==> config.mk <==
export PLATFORM = sky130hd
export DESIGN_NAME = serial_adder
export DESIGN_NICKNAME = d
export VERILOG_FILES = /design/src/rtl/serial_adder_pkg.sv /design/src/rtl/serial_adder_fa.sv /design/src/rtl/serial_adder.sv
export SDC_FILE = /design/constraint.sdc
export NUM_CORES = 1
export LEC_CHECK = 0
export ABC_AREA = 1
export CAP_MARGIN = 15
export CORE_MARGIN = 2
export CORE_UTILIZATION = 56
export DETAILED_ROUTE_END_ITERATION = 12
export PLACE_DENSITY = 0.75
export SLEW_MARGIN = 20
export SYNTH_ARGS = -nofsm -noshare
export SYNTH_HDL_FRONTEND = slang
export SYNTH_SLANG_ARGS = --single-unit
export TNS_END_PERCENT = 10
==> constraint.sdc <==
create_clock -name clk -period 1.5 [get_ports clk]
set_input_delay 0.225 -clock clk [delete_from_list [all_inputs] [get_ports clk]]
set_output_delay 0.225 -clock clk [all_outputs]
set_load 0.03 [all_outputs]
==> src/rtl/serial_adder_pkg.sv <==
// Shared types and helpers for the bit-serial adder.
// Holds the FSM state encoding and the counter-width function.
package serial_adder_pkg;

    typedef enum logic [1:0] {
        IDLE = 2'd0,
        RUN  = 2'd1,
        DONE = 2'd2
    } state_t;

    // Bits needed to count 0..n-1, never less than one.
    function automatic int clog2(input int n);
        int r;
        r = 0;
        for (int i = 0; i < 32; i++) begin
            if ((1 << i) < n) begin
                r = i + 1;
            end
        end
        return (r < 1) ? 1 : r;
    endfunction

endpackage

==> src/rtl/serial_adder_fa.sv <==
// One-bit full adder cell used by the serial adder datapath.
module fa (
    input  logic x,
    input  logic y,
    input  logic ci,
    output logic s,
    output logic co
);

    assign s  = x ^ y ^ ci;
    assign co = (x & y) | (x & ci) | (y & ci);

endmodule

==> src/rtl/serial_adder.sv <==
// Bit-serial adder: LSB-first, one bit per cycle through a single
// full-adder cell, with valid/ready handshakes on both sides.
module serial_adder
    import serial_adder_pkg::*;
#(
    parameter int WIDTH = 8
) (
    input  logic             clk,
    input  logic             rst,
    input  logic             in_valid,
    output logic             in_ready,
    input  logic [WIDTH-1:0] a,
    input  logic [WIDTH-1:0] b,
    input  logic             cin,
    output logic             out_valid,
    input  logic             out_ready,
    output logic [WIDTH-1:0] sum,
    output logic             cout,
    output logic             ovf
);

    localparam int CW = clog2(WIDTH);
    localparam logic [CW-1:0] LAST = CW'(WIDTH - 1);

    state_t state;
    state_t next_state;

    logic [WIDTH-1:0] a_sh;
    logic [WIDTH-1:0] b_sh;
    logic [WIDTH-1:0] res;
    logic [CW-1:0]    cnt;
    logic             carry;
    logic             cout_r;
    logic             ovf_r;
    logic             cell_s;
    logic             cell_co;
    logic             last;

    assign last = (cnt == LAST);

    fa u_fa (
        .x  (a_sh[0]),
        .y  (b_sh[0]),
        .ci (carry),
        .s  (cell_s),
        .co (cell_co)
    );

    always_ff @(posedge clk) begin
        if (rst) begin
            state <= IDLE;
        end else begin
            state <= next_state;
        end
    end

    always_comb begin
        next_state = state;
        unique case (state)
            IDLE: if (in_valid) next_state = RUN;
            RUN:  if (last) next_state = DONE;
            DONE: if (out_ready) next_state = IDLE;
            default: next_state = IDLE;
        endcase
    end

    // Handshake outputs come from state only, never from the other side.
    always_comb begin
        in_ready  = (state == IDLE);
        out_valid = (state == DONE);
    end

    always_ff @(posedge clk) begin
        if (rst) begin
            a_sh   <= '0;
            b_sh   <= '0;
            res    <= '0;
            cnt    <= '0;
            carry  <= 1'b0;
            cout_r <= 1'b0;
            ovf_r  <= 1'b0;
        end else begin
            unique case (state)
                IDLE: begin
                    if (in_valid) begin
                        a_sh  <= a;
                        b_sh  <= b;
                        carry <= cin;
                        cnt   <= '0;
                    end
                end
                RUN: begin
                    a_sh  <= a_sh >> 1;
                    b_sh  <= b_sh >> 1;
                    res   <= {cell_s, res[WIDTH-1:1]};
                    carry <= cell_co;
                    cnt   <= cnt + CW'(1);
                    // On the top bit, carry still holds the carry into it.
                    if (last) begin
                        cout_r <= cell_co;
                        ovf_r  <= carry ^ cell_co;
                    end
                end
                default: begin
                end
            endcase
        end
    end

    assign sum  = res;
    assign cout = cout_r;
    assign ovf  = ovf_r;

endmodule
==> reports/metrics.csv, run 1 <==
metric,value,unit
run status,completed,
final-report setup violation count,0,
worst endpoint data arrival time,1700,ps
TritonCTS Sinks,61,
net load switching power,930,uW
core outline area,5410,um2
Lkg Pwr,0.00147,uW
sequential fraction of design power,0.450,
number of non-filler instances in the completed layout,601,
class of the tightest hold or removal check,in2reg,
number of buffers inserted during clock tree synthesis,9,
routed length per placed instance,12.6,um
buffer type at the clock tree root,clkbuf_8,
unrepaired setup endpoints after global routing,true,
Int Pwr,2880,uW
routed via count,3174,
part of the power in combinational logic,0.112,
layout overhead on the synthesized area,26.1,%
endpoints failing hold,0,
Crit Path Max Fanout,4,
final worst path period share,0.947,
worst stage delay on the critical path,350,ps
TritonCTS clock tree,built,
final antenna diode count,0,
total of buffers placed on input and output ports,32,
type of element launching the critical path,register,
CP Capture Type,register,
number of primary I/O pins,33,
maximum number of pins on one net before global-route repair,38,
post-synthesis instance area,3090,um2
worst relative slew slack,0.766,
clock-pin slew on the worst setup and hold paths,70,ps
setup slack of the worst register-to-register path,80,ps
initial antenna violation count,0,
post-synth net total,502,
proportion of total power due to net switching,0.244,
highest clock rate,0.704,GHz
Placement Rows,27,
Post-DP HPWL,5.24,mm
CP bufs+invs,1,
worst-case hold path end point,b_sh[7]$_SDFFE_PP0P_,
Worst Tran Pin Value,348,ps
Ys Warns,0,
Post-layout nets,547,
maximum number of buffers from clock root to sink,2,
number of stages on the worst hold path,3,
hold-fix buffers at CTS,0,
Critical R2R Capture,cnt[30]$_SDFFE_PP0P_,
overall fraction of global-route tracks in use,0.270,
library cells used by synthesis,29,
Die Outline Area,6140,um2
syn_area_per_cell,6.46,um2
DR iter-0 viols,260,
leftover overflow at the end of global routing,0,
DRC errors left,0,
critical path start-end classification,reg2reg,
insertion delay to the later sink of the worst-skew pair,350,ps
number of search-and-repair iterations in the first detailed-routing pass,7,
die height,78.3,um
maximum vdd drop,0.000576,V
number of cells produced by synthesis,479,
die outline width,78.3,um
data required time at the worst endpoint,1780,ps
hold_sp,b[7],
Clock H-tree levels,3,
Total Power Consumption,3810,uW
first-pass GRT wire length,13.1,mm
ordered cell list for the critical path,ha_4 > nand3_2 > nor2_4 > nand2_1 > nor2_1 > nand3_1 > nand2_1 > inv_1 > nor2_1,
starting density of the core,0.572,
"Seq/Total Area, Yosys",0.395,
fraction of layout cells with a size suffix above 1,0.142,
clock power share,0.438,
cell with the largest stage delay on the worst path,dfxtp_2,
worst setup slack after placement,3.91,ps
Hold Worst Slack,439,ps
number of placed cells counting well taps,582,
power per unit of standard cell area,976,nW/um2
final critical-path required period,1420,ps
Detail Route Antenna Nets,0,
"Non-Filler Cell Area, Final",3900,um2
routability congestion estimate,0.910,
maxcap violations,0,
startpoint of the lowest-slack register-to-register path,cnt[0]$_SDFFE_PP0P_,
flip-flop and latch count after synthesis,61,
average via count per standard cell,5.28,
"Cell Area, Placed",3580,um2
top cell family by delay on the critical path,simple AND/OR/NAND/NOR gates,
clock skew,6.07,ps
min setup slack post-route,79.7,ps
vias in the first global route,2962,
path depth of the worst reg2reg path,9,
count of final max-slew check failures,0,
routed wire length,7.57,mm
[flip-flops by register name, indices dropped and copies added (netlist names)]
name and flops:
cnt 32, a_sh 8, b_sh 8, sum 8
state 2, carry 1, cout 1, ovf 1
[kinds of logic (layout without fill, tap and decap cells)]
group           count (synthesis)  count (layout)  synth area share
compound gates                 73              73             0.132
xor+xnor                        1               1           0.00283
fa+ha+maj                       2               2            0.0105
buf+inv                        56             106            0.0740
flops                          61              61             0.395
simple gates                  286             286             0.386
[cell usage after synthesis]
master,n,share of area
nand2_1,143,0.17
nor2_1,95,0.12
dfxtp_1,61,0.39
inv_1,36,0.044
a21oi_1,28,0.045
o21ai_0,22,0.036
nand3_1,17,0.027
a22oi_1,11,0.027
buf_2,10,0.016
a31oi_1,8,0.016
nand4_1,8,0.016
nor3_1,8,0.013
clkbuf_1,6,0.0073
nor2_2,4,0.0081
nor2_4,4,0.015
a211oi_1,2,0.0049
nand2_2,2,0.0040
nand3_2,2,0.0065
nand3b_1,2,0.0049
buf_4,1,0.0024
clkinv_1,1,0.0012
fa_1,1,0.0065
ha_1,1,0.0040
inv_2,1,0.0012
inv_4,1,0.0020
nor3b_1,1,0.0024
o21ai_1,1,0.0016
o22ai_1,1,0.0020
xnor2_1,1,0.0028
[worst reg2reg max path, delay by kind of cell, from the launching register on]
family | cells | cell delay [ps]
adders and majority gates | 1 | 150
DFF | 1 | 350
and+or+nand+nor | 7 | 830
buffers and inverters | 1 | 40
[worst max-delay path by stage]
stage	start	cells past startpoint	to	slack, ps
6_report	cnt[0]$_SDFFE_PP0P_	9	cnt[30]$_SDFFE_PP0P_	80
5_1_grt	cnt[18]$_SDFFE_PP0P_	6	cnt[24]$_SDFFE_PP0P_	-30
4_1_cts	cnt[0]$_SDFFE_PP0P_	8	cnt[22]$_SDFFE_PP0P_	10
3_5_place_dp	in_valid	7	cnt[16]$_SDFFE_PP0P_	4
3_3_place_gp	in_valid	7	cnt[19]$_SDFFE_PP0P_	20
2_1_floorplan	cnt[0]$_SDFFE_PP0P_	8	cnt[28]$_SDFFE_PP0P_	150
[area by class of cell]
type,count,area [um2]
multi-input combinational,362,1710
fill,483,1500
sequential,61,1230
timing repair buffer,51,482
inverter,39,156
clock buffer,12,155
tap,72,90.1
clock inverter,4,70.1
[timing repair]
item	in CTS	in global routing
endpoints found under the setup margin	15	48
resized for setup	15	37
setup buffers	0	3
endpoints found under the hold margin	0	0
pin swaps	0	5
[metrics by stage]
step	TNS (ps)	util
after floorplan	0	-
after global placement	0	0.663
after detailed placement	0	0.663
after CTS	0	0.703
after global routing	-108	0.722
final	0	0.722
[layout by cell type, fill, tap and decap left out, drive strengths merged]
master / count
nand3b: 2
xnor2: 1
dfxtp: 61
clkbuf: 12
nand4: 8
fa: 1
nor3b: 1
a31oi: 8
inv: 38
o22ai: 1
a211oi: 2
clkinv: 3
clkdlybuf4s50: 20
nor3: 8
nor2: 103
ha: 1
buf: 20
nand2: 145
bufinv: 2
o21ai: 23
a21oi: 28
a22oi: 11
nand3: 19
dlygate4sd2: 11
[power groups by stage]
stage / Combinational [uW] / Sequential [uW] / Clock (uW)
final: 428 / 1710 / 1670
after global routing: 475 / 1720 / 1760
after CTS: 424 / 1710 / 1690
after detailed placement: 435 / 1750 / 0
after global placement: 430 / 1740 / 0
after floorplan: 208 / 1780 / 0
[metal layers]
layer,wire [um],global-route usage,part of all wire,vias to the layer above
met2,3640,0.464,0.48,113
met1,3290,0.330,0.43,1413
li1,-,-,-,1631
met5,0,0,0,-
met4,172,0.116,0.023,0
met3,465,0.0517,0.061,17
(Power assumes the default switching activity.)
==> run 2: changes to the inputs <==
Settings changed: PLACE_DENSITY 0.75 to 0.87.
==> run 2 against run 1 <==
Hold slack worse by 5.5 ps. Sequential power hardly changed. Flip-flop and latch count stayed put. Via count is 5.3% higher. Combinational power is 5.6% higher. Highest routed layer unchanged. Final cell count is 0.17% higher. First-iteration DRC count is 5.8% higher. Fmax is 3.9% lower. Die area stayed put. Core utilization is 0.44 points higher.
==> reports/metrics.csv, run 2 (synthesis gave the netlist of run 1 again) <==
metric,value,unit
leftover overflow at the end of global routing,0,
Placement Rows,27,
final antenna diode count,0,
initial antenna violation count,0,
layout overhead on the synthesized area,26.9,%
"Cell Area, Placed",3590,um2
highest clock rate,0.677,GHz
number of primary I/O pins,33,
DRC errors left,0,
Die Outline Area,6140,um2
clock skew,7.69,ps
starting density of the core,0.572,
worst relative slew slack,0.771,
Clock H-tree levels,3,
DR iter-0 viols,275,
number of search-and-repair iterations in the first detailed-routing pass,5,
"Non-Filler Cell Area, Final",3930,um2
routability congestion estimate,0.906,
critical path start-end classification,reg2reg,
hold-fix buffers at CTS,0,
Detail Route Antenna Nets,0,
vias in the first global route,3153,
TritonCTS clock tree,built,
Post-layout nets,548,
total of buffers placed on input and output ports,32,
CP Capture Type,register,
final-report setup violation count,0,
fraction of layout cells with a size suffix above 1,0.145,
run status,completed,
class of the tightest hold or removal check,in2reg,
power per unit of standard cell area,976,nW/um2
insertion delay to the later sink of the worst-skew pair,350,ps
Worst Tran Pin Value,345,ps
number of buffers inserted during clock tree synthesis,9,
filler instances,432,
routed length per placed instance,13.8,um
Crit Path Max Fanout,4,
average via count per standard cell,5.55,
type of element launching the critical path,register,
register containing the most flip-flops in the final layout,cnt,
"leading cell types in the layout, fill and taps excluded","nand2_1, nor2_1, dfxtp_1",
number of flip-flops under the largest register name,32,
worst endpoint data arrival time,1770,ps
hold_sp,b[7],
overall fraction of global-route tracks in use,0.280,
die outline width,78.3,um
setup slack of the worst register-to-register path,20,ps
maximum number of buffers from clock root to sink,2,
clock-pin slew on the worst setup and hold paths,80,ps
die height,78.3,um
count of final max-slew check failures,0,
Critical Path Start,cnt[0]$_SDFFE_PP0P_,
combined area of the multi-input logic cells,1720,um2
maximum vdd drop,0.000780,V
maxcap violations,0,
maximum number of pins on one net before global-route repair,38,
Lkg Pwr,0.00146,uW
data required time at the worst endpoint,1790,ps
Post-DP HPWL,5.56,mm
final worst path period share,0.985,
most frequent standard cell in the layout excluding fill and tap cells,nand2_1,
Hold Worst Slack,433,ps
buffer type at the clock tree root,clkbuf_8,
endpoints failing hold,0,
final critical-path required period,1480,ps
routed wire length,8.32,mm
first-pass GRT wire length,13.6,mm
TritonCTS Sinks,61,
startpoint of the lowest-slack register-to-register path,cnt[0]$_SDFFE_PP0P_,
routed via count,3341,
Sequential cell area,1230,um2
unrepaired setup endpoints after global routing,true,
core outline area,5410,um2
-- run 2: stage by stage --
step,setup TNS (ps),utilization,power [uW],instances,setup WS [ps]
6_report,0,0.726,3830,602,22.7
5_1_grt,-381,0.726,3950,602,-76.7
4_1_cts,0,0.704,3810,599,1.37
3_5_place_dp,-189,0.664,2190,583,-42.5
3_3_place_gp,-8.90,0.664,2170,583,-7.01
2_1_floorplan,0,-,1990,479,149
-- run 2: layout make-up --
class / count / share of cell area
clock buffers: 9 / 0.0315
clock inverters: 7 / 0.0252
inverters: 39 / 0.0398
multi-input cells: 362 / 0.439
flip-flops and latches: 61 / 0.315
well taps: 72 / 0.0229
repair buffers: 52 / 0.127
-- run 2: timing repair --
item / 4_1_cts / 5_1_grt
hold endpoints to repair: 0 / 0
buffers inserted: 0 / 3
pin swaps: 0 / 8
gates resized for setup: 17 / 41
setup endpoints to repair: 21 / 47
-- run 2: critical path, cell delays in order (launching register included) --
cell	delay (ps)
dfxtp_2	380
ha_4	170
nand3_2	110
nor2_4	180
nand3_2	170
nor2_4	140
nand2_1	80
nand2_1	60
nand2_1	50
nor2_1	70
-- run 2: final timing paths --
check                    endpoint  depth (start not counted)
max          cnt[26]$_SDFFE_PP0P_                          9
min          b_sh[7]$_SDFFE_PP0P_                          3
max reg2reg  cnt[26]$_SDFFE_PP0P_                          9
min reg2reg  b_sh[7]$_SDFFE_PP0P_                          2
-- run 2: routing by layer --
| metal | track usage | routed length, um | up-vias |
|---|---|---|---|
| met5 | 0 | 0 | - |
| met4 | 0.112 | 221 | 0 |
| met3 | 0.0609 | 471 | 28 |
| met2 | 0.506 | 4230 | 134 |
| met1 | 0.319 | 3390 | 1547 |
| li1 | - | - | 1632 |
-- run 2: power breakdown --
| part | total [uW] | internal (uW) | switching [uW] |
|---|---|---|---|
| Clock | 1660 | 943 | 719 |
| Combinational | 452 | 191 | 260 |
| Sequential | 1720 | 1680 | 40.7 |
==> run 3: changes to the inputs <==
Settings changed: CORE_ASPECT_RATIO from default to 1.4.
==> run 3 against run 2 <==
First-iteration DRC count is 3.6% lower. Non-clock buffer count down 1. Core utilization fell by 0.44 points. Power up 0.34%. Setup slack lost 62 ps. The run now ends with setup timing left. Die area up 0.14%. Count of clock-buffer cells in the layout increased by 2. Global-route usage is 0.059 points lower. Cell area shrank 0.61%.
==> reports/metrics.csv, run 3 (synthesis gave the netlist of run 1 again) <==
metric,value,unit
TritonCTS Sinks,61,
Post-layout nets,547,
Worst Tran Pin Value,360,ps
maximum vdd drop,0.000739,V
maxcap violations,0,
routed length per placed instance,13.3,um
worst endpoint data arrival time,1830,ps
CP Capture Type,register,
overall fraction of global-route tracks in use,0.279,
vias in the first global route,3082,
maximum number of pins on one net before global-route repair,38,
Post-DP HPWL,5.52,mm
maximum number of buffers from clock root to sink,2,
unrepaired setup endpoints after global routing,true,
DR iter-0 viols,265,
average via count per standard cell,5.56,
startpoint of the lowest-slack register-to-register path,cnt[0]$_SDFFE_PP0P_,
starting density of the core,0.572,
"leading cell types in the layout, fill and taps excluded","nand2_1, nor2_1, dfxtp_1",
critical path start-end classification,reg2reg,
final antenna diode count,0,
initial antenna violation count,0,
worst-case hold path end point,a_sh[7]$_SDFFE_PP0P_,
routed wire length,7.97,mm
number of placed cells counting well taps,581,
worst relative slew slack,0.757,
layout overhead on the synthesized area,26.1,%
Post-CTS Repair Setup Buffers,0,
die outline width,66.8,um
Clock H-tree levels,3,
final core utilization,0.722,
number of non-filler instances in the completed layout,597,
type of element launching the critical path,register,
highest clock rate,0.649,GHz
number of search-and-repair iterations in the first detailed-routing pass,5,
core outline area,5410,um2
routability congestion estimate,0.951,
number of primary I/O pins,33,
DRC errors left,0,
first-pass GRT wire length,13.2,mm
min setup slack post-route,-39.7,ps
Crit Path Max Fanout,4,
Die Outline Area,6140,um2
leftover overflow at the end of global routing,0,
insertion delay to the later sink of the worst-skew pair,350,ps
Critical R2R Capture,cnt[22]$_SDFFE_PP0P_,
run status,finished with violations,
number of buffers inserted during clock tree synthesis,9,
crit-path most repeated cell,nand2_1,
final worst path period share,1.03,
register containing the most flip-flops in the final layout,cnt,
fraction of layout cells with a size suffix above 1,0.140,
endpoints failing hold,0,
total of buffers placed on input and output ports,32,
Lkg Pwr,0.00146,uW
clock-pin slew on the worst setup and hold paths,70,ps
worst stage delay on the critical path,340,ps
final critical-path required period,1540,ps
Placement Rows,32,
violated checks,setup timing,
clock skew,9.13,ps
hold_sp,a[7],
die height,92.0,um
cell with the largest stage delay on the worst path,dfxtp_1,
most frequent standard cell in the layout excluding fill and tap cells,nand2_1,
number of stages on the worst hold path,3,
count of final max-slew check failures,0,
Detail Route Antenna Nets,0,
buffer type at the clock tree root,clkbuf_8,
path depth of the worst reg2reg path,9,
number of flip-flops under the largest register name,32,
class of the tightest hold or removal check,in2reg,
data required time at the worst endpoint,1790,ps
final-report setup violation count,1,
setup slack of the worst register-to-register path,-40,ps
TritonCTS clock tree,built,
routed via count,3317,
ordered cell list for the critical path,ha_2 > nand3_2 > nor2_4 > nand2_1 > inv_1 > nand4_1 > nand2_1 > nand2_1 > nor2_1,
power per unit of standard cell area,985,nW/um2
[run 3: cell types whose count changed in the layout (fill, tap and decap cells not counted), sizes merged]
cell,delta
clkinvlp,+2
inv,-1
dlygate4sd2,+1
buf,-2
clkbuf,+2
clkinv,-3
[run 3: final cells by class]
cell class                      count  area [um2]
Inverter                           39         149
Sequential cell                    61        1230
Multi-Input combinational cell    362        1720
Fill cell                         438        1500
Tap cell                           68        85.1
Clock inverter                      5        82.6
Timing Repair Buffer               51         483
Clock buffer                       11         151
[run 3: critical path: cells and delay by family, from the launching register on]
family                     cells  cell delay, ps
DFF                            1             340
adders and majority gates      1             220
buffers and inverters          1             100
and+or+nand+nor                7             820
[run 3: power by group]
part	switching (uW)	internal, uW	total (uW)	leakage, uW
sequential	35.4	1680	1710	0.000499
clock	684	1030	1710	0.000108
combinational	248	174	422	0.000848
[run 3: what timing repair did]
| item | 4_1_cts | 5_1_grt |
|---|---|---|
| pin swaps | 1 | 5 |
| endpoints found under the hold margin | 0 | 0 |
| gates resized for setup | 20 | 27 |
| hold buffers | 0 | 0 |
| endpoints found under the setup margin | 35 | 25 |
[run 3: worst max path at each step]
stage                               start              endpoint  slack [ps]  cells after the start
finish                cnt[0]$_SDFFE_PP0P_  cnt[22]$_SDFFE_PP0P_         -40                      9
CTS                   cnt[0]$_SDFFE_PP0P_  cnt[22]$_SDFFE_PP0P_           5                      9
global placement                 in_valid  cnt[19]$_SDFFE_PP0P_        -110                      7
detailed placement               in_valid   cnt[4]$_SDFFE_PP0P_        -150                      6
global route        state[1]$_SDFFE_PP0P_   cnt[4]$_SDFFE_PP0P_         -80                      6
floorplan             cnt[0]$_SDFFE_PP0P_  cnt[28]$_SDFFE_PP0P_         150                      8
[run 3: routing by layer]
metal | vias up | part of all wire | global-route usage
met5 | - | 0 | 0
met4 | 0 | 0.040 | 0.136
met3 | 37 | 0.043 | 0.0601
met2 | 104 | 0.53 | 0.505
met1 | 1537 | 0.39 | 0.295
li1 | 1639 | - | -
[run 3: stage by stage]
stage               hold slack (ps)  setup WS [ps]  total power, uW  setup TNS [ps]  area [um2]
floorplan                       373            149             1990               0        3090
global placement                449           -108             2160           -2690        3590
detailed placement              454           -155             2170           -4120        3590
CTS                             431           5.04             3850               0        3830
global route                    454          -82.6             3970            -596        3900
finish                          436          -39.7             3840           -39.7        3900
